## config.mk

```make
export PLATFORM = sky130hd
export DESIGN_NAME = trng_seed_buf
export DESIGN_NICKNAME = d
export VERILOG_FILES = /design/src/rtl/trng_seed_buf.sv
export SDC_FILE = /design/constraint.sdc
export NUM_CORES = 1
export LEC_CHECK = 0
export CORE_MARGIN = 1.5
export CORE_UTILIZATION = 25
export CTS_BUF_LIST = sky130_fd_sc_hd__clkbuf_2
export CTS_CLUSTER_SIZE = 16
export DETAILED_ROUTE_END_ITERATION = 8
export PLACE_DENSITY = 0.46
export SKIP_CTS_REPAIR_TIMING = 1
export SKIP_LAST_GASP = 1
export SYNTH_ARGS = -nofsm -noshare
export SYNTH_HDL_FRONTEND = slang
export SYNTH_SLANG_ARGS = --single-unit
```

## constraint.sdc

```tcl
create_clock -name clk -period 2.2 [get_ports clk]
set_input_delay 0.22 -clock clk [delete_from_list [all_inputs] [get_ports clk]]
set_output_delay 0.22 -clock clk [all_outputs]
set_load 0.05 [all_outputs]
```

## src/rtl/trng_seed_buf.sv

```systemverilog
// trng_seed_buf: collects raw TRNG bits into a 256-bit seed buffer.
//
// Raw bits pass through an optional von Neumann debiaser. A repetition-count
// health test runs on the raw stream. Once 256 accepted bits are held, the
// buffer is presented as full until the consumer reads it.
//
// Ports:
//   clk            in   clock, rising edge
//   rstn           in   asynchronous active-low reset
//   buf_en         in   block enable; low forces IDLE and clears content
//   flush          in   one-cycle pulse, discards the buffer content
//   vn_en          in   von Neumann debias enable (static while buf_en=1)
//   digi_data_out  in   raw noise bit
//   digi_data_vld  in   raw bit qualifier
//   post_read      in   consumer read strobe (acts only while full)
//   health_err_clr in   clears health_err and leaves ERR
//   buf_data       out  256-bit collected entropy, newest bit in bit 0
//   buf_ready      out  buffer full and valid
//   fill_cnt       out  number of bits held, 0..256
//   health_err     out  sticky repetition-count failure flag
module trng_seed_buf #(
  parameter logic [5:0] RCT_LIMIT = 6'd32
) (
  input  logic         clk,
  input  logic         rstn,
  input  logic         buf_en,
  input  logic         flush,
  input  logic         vn_en,
  input  logic         digi_data_out,
  input  logic         digi_data_vld,
  input  logic         post_read,
  input  logic         health_err_clr,
  output logic [255:0] buf_data,
  output logic         buf_ready,
  output logic [8:0]   fill_cnt,
  output logic         health_err
);

  typedef enum logic [1:0] {IDLE, FILL, FULL, ERR} state_t;

  state_t       state_q, state_d;
  logic [255:0] buf_q, buf_d;
  logic [8:0]   cnt_q, cnt_d;
  logic         pend_q, pend_d;   // von Neumann: first bit of a pair stored
  logic         pbit_q, pbit_d;   // the stored first bit
  logic [5:0]   run_q, run_d;     // repetition run length, 0 = no history
  logic         last_q, last_d;
  logic         herr_q, herr_d;

  logic         sample;
  logic [5:0]   run_inc;
  logic         trip;
  logic         acc;
  logic         acc_bit;
  logic         vn_pend;
  logic         vn_pbit;

  always_comb begin
    // Raw bits only enter the health test and debiaser while collecting.
    sample = digi_data_vld && (state_q == FILL || state_q == FULL);

    if (run_q == 6'd0) begin
      run_inc = 6'd1;
    end else if (digi_data_out == last_q) begin
      run_inc = (run_q == RCT_LIMIT) ? run_q : run_q + 6'd1;
    end else begin
      run_inc = 6'd1;
    end
    trip = sample && (run_inc == RCT_LIMIT);

    // Debiaser: 01 -> 0, 10 -> 1, i.e. emit the first bit of a differing pair.
    acc     = 1'b0;
    acc_bit = digi_data_out;
    vn_pend = pend_q;
    vn_pbit = pbit_q;
    if (sample) begin
      if (!vn_en) begin
        acc = 1'b1;
      end else if (!pend_q) begin
        vn_pend = 1'b1;
        vn_pbit = digi_data_out;
      end else begin
        vn_pend = 1'b0;
        acc     = (pbit_q != digi_data_out);
        acc_bit = pbit_q;
      end
    end

    state_d = state_q;
    buf_d   = buf_q;
    cnt_d   = cnt_q;
    pend_d  = pend_q;
    pbit_d  = pbit_q;
    run_d   = run_q;
    last_d  = last_q;
    herr_d  = herr_q;

    if (!buf_en) begin
      state_d = IDLE;
      buf_d   = '0;
      cnt_d   = '0;
      pend_d  = 1'b0;
      run_d   = '0;
    end else if (flush) begin
      buf_d   = '0;
      cnt_d   = '0;
      pend_d  = 1'b0;
      run_d   = '0;
      state_d = (state_q == ERR) ? ERR : FILL;
    end else begin
      case (state_q)
        IDLE: state_d = FILL;
        ERR: begin
          if (health_err_clr) begin
            herr_d  = 1'b0;
            run_d   = '0;
            state_d = FILL;
          end
        end
        default: begin
          if (sample) begin
            run_d  = run_inc;
            last_d = digi_data_out;
          end
          if (trip) begin
            state_d = ERR;
            herr_d  = 1'b1;
            buf_d   = '0;
            cnt_d   = '0;
            pend_d  = 1'b0;
          end else begin
            // Pairing continues while full so the debiaser stays aligned.
            pend_d = vn_pend;
            pbit_d = vn_pbit;
            if (post_read && state_q == FULL) begin
              buf_d   = '0;
              cnt_d   = '0;
              state_d = FILL;
            end else if (acc && state_q == FILL) begin
              buf_d = {buf_q[254:0], acc_bit};
              cnt_d = cnt_q + 9'd1;
              if (cnt_q == 9'd255) begin
                state_d = FULL;
              end
            end
          end
        end
      endcase
    end
  end

  always_ff @(posedge clk or negedge rstn) begin
    if (!rstn) begin
      state_q <= IDLE;
      buf_q   <= '0;
      cnt_q   <= '0;
      pend_q  <= 1'b0;
      pbit_q  <= 1'b0;
      run_q   <= '0;
      last_q  <= 1'b0;
      herr_q  <= 1'b0;
    end else begin
      state_q <= state_d;
      buf_q   <= buf_d;
      cnt_q   <= cnt_d;
      pend_q  <= pend_d;
      pbit_q  <= pbit_d;
      run_q   <= run_d;
      last_q  <= last_d;
      herr_q  <= herr_d;
    end
  end

  assign buf_data   = buf_q;
  assign buf_ready  = (state_q == FULL);
  assign fill_cnt   = cnt_q;
  assign health_err = herr_q;

endmodule

```

==> Word-level counts from Yosys, hierarchy flattened <==
Cells that the tools add are included.
{ "classes": {"add_sub_neg": 2, "eq_ne": 18, "muxes": 45, "n_bitwise": 4, "n_reduce_logical": 16} }
{ "ops": {"columns": ["op", "n"], "rows": [
  ["256-bit 2-to-1 mux", 6],
  ["9-bit 2-to-1 mux", 6],
  ["6-bit 2-to-1 mux", 7],
  ["2-bit 2-to-1 mux", 8],
  ["1-bit 2-to-1 mux", 15],
  ["7-bit by 1-bit != test with 1-bit output (second input constant)", 2],
  ["6-bit == test (second input constant)", 2],
  ["4-bit by 1-bit != test with 1-bit output (second input constant)", 3],
  ["6-bit case mux with 2 select lines", 1],
  ["9-bit by 1-bit adder with 9-bit output (second input constant)", 1],
  ["9-bit by 8-bit == test with 1-bit output (second input constant)", 1],
  ["3-bit AND reduction", 3],
  ["6-bit by 1-bit adder with 6-bit output (second input constant)", 1],
  ["6-bit zero test", 1],
  ["6-bit AND reduction", 1],
  ["5-bit by 1-bit != test with 1-bit output (second input constant)", 1],
  ["5-bit AND reduction", 1],
  ["2-bit == test (second input constant)", 2],
  ["1-bit logical AND", 4],
  ["4-bit != test (second input constant)", 1],
  ["1-bit NOT", 4],
  ["2-bit case mux with 2 select lines", 1],
  ["4-bit AND reduction", 1],
  ["3-bit by 2-bit != test with 1-bit output (second input constant)", 1],
  ["other kinds (11)", 11]
]} }
{ "totals": {"reg_bits": 277, "in_bits": 9, "out_inout_bits": 267, "wordCells": 93} }

==> Logic depth before layout (Yosys ltp) <==
{ "depth": {"ltp_word": 11, "depth_mapped": 12} }

==> Least setup slack after synthesis <==
No wires, ideal clock.
{ "synth_path": {"path_kind": "register to register", "from": "reg run_q[0]", "to": "reg buf_q[100] (netlist: buf_data[100])", "setup_ns": 0.121, "arrival_ns": 2.161, "required_time_ns": 2.079, "setup_slack_ns": -0.082, "path_stages_with_launch": 13, "path_buffers": 4, "period_less_slack_ns": 2.282, "path_cell_list": "dfrtp_1 -> buf_4 -> inv_1 -> ha_1 -> nand2b_1 -> a211oi_1 -> o2111ai_1 -> a21o_1 -> and3_1 -> buf_6 -> buf_6 -> buf_6 -> a22o_1"} }
{ "synth_via": {"elab_chain_len": 10, "elab_cells_between_ends": 14, "classes_between": "1 x add/sub; 3 x eq/ne; 7 x mux; 3 x reduce/logical"} }
{ "synth_rtl": {"columns": ["item", "line_no", "source"], "rows": [
  ["from (decl)", "46", "logic [5:0] run_q, run_d;"],
  ["from (signal assigned)", "168", "run_q <= run_d;"],
  ["6-bit by 1-bit adder with 6-bit output / 6-bit == test (equally long branches)", "65", "run_inc = (run_q == RCT_LIMIT) ? run_q : run_q + 6'd1;"],
  ["6-bit 2-to-1 mux", "65", null],
  ["6-bit 2-to-1 mux", "64", "end else if (digi_data_out == last_q) begin"],
  ["6-bit 2-to-1 mux *", "62", "if (run_q == 6'd0) begin"],
  ["6-bit == test *", "69", "trip = sample && (run_inc == RCT_LIMIT);"],
  ["1-bit logical AND *", "69", null],
  ["256-bit 2-to-1 mux", "125", "if (trip) begin"],
  ["256-bit 2-to-1 mux", "111", "case (state_q)"],
  ["256-bit 2-to-1 mux", "104", "end else if (flush) begin"],
  ["256-bit 2-to-1 mux", "98", "if (!buf_en) begin"],
  ["to (signal assigned)", "164", "buf_q <= buf_d;"],
  ["to (decl)", "42", "logic [255:0] buf_q, buf_d;"]
]} }
Mark *: on every way between the ends. The rest lies on a longest branch, timed or not. The select of a mux whose other input is x is not followed.
A chain may end at the register's enable or synchronous reset.

==> Final worst setup path <==
{ "layout_path": {"from": "reg run_q[0]", "to": "reg buf_q[22] (netlist: buf_data[22])"} }
Same word-level chain as after synthesis.

==> metrics.cfg <==
[run_status]
status=finished, violations left
violations=DRC, setup timing

[logic_synthesis]
synth.top_cells.by_count=dfrtp_1 (277), a22o_1 (258), buf_6 (25)
netlist.area_leader.share_pct=66.3
synthCells=733
synth_compound_area_share_pct=23.6
synth_cell_types=38
ys.flop_type=dfrtp_1
synth_nets=750
synthXorXnorAreaFrac_pct=0.753
ys_seq_elements=277
synth_top_family_by_area=compound AO/OA/AOI/OAI gates
synth_most_common_cell=dfrtp_1
synth-edff-count=0
synthMuxAreaShare_pct=0.514
postSynthAreaPerCell_sq_um=14.3
synth_warnings=0
synth_area_leaders=dfrtp_1 (66%), a22o_1 (22%), buf_6 (2.7%), buf_2 (1.1%), ha_1 (0.96%)
async_reset_ff_share_pct=100
yosysTopAreaCell=dfrtp_1
synth-simple-area-share_pct=3.22
syn_area_sq_mm=0.0105
synthAdderAreaFrac_pct=0.957
ys_seq_area_share_pct=66.3

[sta]
grt_setup_unrepaired=true
fin_ws_ns=-0.274
drv_slew=0
clock.fmax_mhz=404
finalCritPeriodShare_pct=112
finalSetupViolations=260
slew_headroom_pct=59.5
fin_skew_ns=0.0507
finalCriticalPeriod_ns=2.47
hold_viol_final=0
tightest_slew_ns=0.606

[detailed_routing]
drt_first_iter_violations=376
drcViolationCount=20
routed_via_density=4.73
ant_nets=0
dr.pass1.iters=9
num_vias=8092
routedWlPerCell_microns=20.2
drt_wl_total_mm=34.7

[cts]
cts.htree.levels=3
numCtsBuffers=78
cts-root-buf=clkbuf_2
clock-sinks=277
cts_tree=built
clk_latency_ns=0.93
cts_buffer_depth=3
clk_pin_slew_worst_paths_ns=0.09

[finish]
fill_cells=3903
layout-drive-gt1-share_pct=22.0
regArea_sq_mm=0.00693
nets=1147
multi_input_area_sq_mm=0.00316
area_growth_pct=57.6
stdcell_area_sq_mm=0.0165

[floorplan]
die_area_sq_mm=0.0431
die_width_microns=208
num_io_pins=276
rows=74
floorplan.initialDensity_pct=25.5
core_area_sq_mm=0.0410
die_height_microns=208

[critical_path]
rrSetupSlack_ns=-0.27
crit_path_end_kind=register
cp_data_arrival_time_ns=3.25
r2r_cells=10
rr_endpoint=buf_data[22]
reg2reg_from=run_q[0]
crit_path_max_incr_delay_ns=0.48
path_delay_family=compound AO/OA/AOI/OAI gates
path_buf_inv=3
start_kind=register
criticalPathCategory=reg2reg
critPathRequiredTime_ns=2.98
critical_path.slowest_cell=dfrtp_2
path_cells=inv_2, ha_4, nand2b_4, a211oi_2, o2111ai_2, a21o_1, and3_4, clkbuf_16, buf_16, a22o_1
cp_max_fo=8

[placed_design]
hpwl_mm=19.7
dpl-instance-area_sq_mm=0.0140
port_buffers=275
place_congestion=0.775

[global_route]
grt_max_degree=73
grt_use_total_pct=13.8
grt.overflow.total=0
grt_pass1_vias=7957
antenna_found_initial=2
grt_pass1_wl_mm=47.2

[pwr]
ir_drop_mv=0.293
totalPowerFinal_mw=10.1
power_density_mw_per_mm2=610
power.leakage_nw=12.0

[worst_hold_path]
min-delay-path-class=in2reg
min_from=digi_data_out
hold_depth=4
hold_end=last_q

[job]
maxCapViolCount=0

## cells by family after synthesis
logic type / after synthesis
buffers and inverters: 71
multiplexers: 5
AND/OR/NAND/NOR: 70
flip-flops: 277
AO/OA/AOI/OAI: 293
adder cells (fa/ha/maj): 8
XOR/XNOR: 9
## layout by cell type, fill, tap and decap left out, types with 3 or more instances in the layout
cell type	instances
dfrtp_1	275
buf_16	7
buf_12	13
nand3_1	10
clkbuf_2	128
nor3_1	4
nand2_1	23
nor2_1	12
ha_1	6
dlygate4sd3_1	5
buf_6	4
clkinv_1	6
o21ai_0	14
xor2_1	5
a22o_1	258
xnor2_1	4
a21oi_1	7
buf_8	12
bufinv_16	4
diode_2	3
clkbuf_16	26
clkdlybuf4s50_1	7
inv_1	8
buf_4	38
dlymetal6s2s_1	251
inv_2	3
## sequential cells by signal, summed over array words and instances (netlist names)
name / cells
last_q: 1
buf_data: 256
run_q: 6
pbit_q: 1
fill_cnt: 9
health_err: 1
pend_q: 1
state_q: 2
## per-layer routing
layer | wire (microns) | global-route usage, % | share of wire [%] | up-vias
li1 | - | - | - | 3653
met1 | 16000 | 18.8 | 46 | 4109
met2 | 15600 | 20.1 | 45 | 275
met3 | 2320 | 4.95 | 6.7 | 55
met4 | 734 | 5.05 | 2.1 | 0
met5 | 0 | 0 | 0 | -
## metrics by stage
step	utilization, %	cells	setup TNS, ns	hold slack (ns)	setup WS, ns
finish	40.2	1712	-48.12	0.123	-0.274
global route	40.2	1712	-70.87	0.0429	-0.377
CTS	35.9	1659	-137.19	-0.885	-0.729
detailed placement	34.1	1532	-51.08	0.250	-0.241
global placement	34.1	1532	-55.47	0.249	-0.260
floorplan	-	733	0	-0.0756	0.00188
## final cells by class
class | count | share of cell area [%]
Inverter | 10 | 0.228
Antenna cell | 3 | 0.0455
Sequential cell | 277 | 42.1
Clock buffer | 113 | 3.43
Multi-Input combinational cell | 385 | 19.2
Clock inverter | 14 | 0.994
Tap cell | 532 | 4.04
Timing Repair Buffer | 378 | 30.0
## tightest hold or removal path: stages
cell and delay [ns]:
clkdlybuf4s50_1 0.48, buf_4 0.17, nand3_1 0.06, nand2_1 0.05
## how the worst max path moves through the flow
stage	start	end	slack, ns	depth (start not counted)
floorplan	run_q[0]	buf_data[100]	0.002	12
global placement	run_q[0]	buf_data[51]	-0.26	8
detailed placement	run_q[0]	buf_data[210]	-0.24	8
CTS	state_q[0]	buf_ready	-0.73	4
global route	state_q[0]	buf_ready	-0.38	4
finish	run_q[0]	buf_data[22]	-0.27	10
## where the power goes
group,leakage [nW],internal [mW],switching [mW]
Combinational,7.56,0.428,0.479
Sequential,3.86,5.11,0.0188
Clock,0.548,1.81,2.20
Total,12.0,7.35,2.70
No activity file was read; power rests on OpenSTA's default activity.
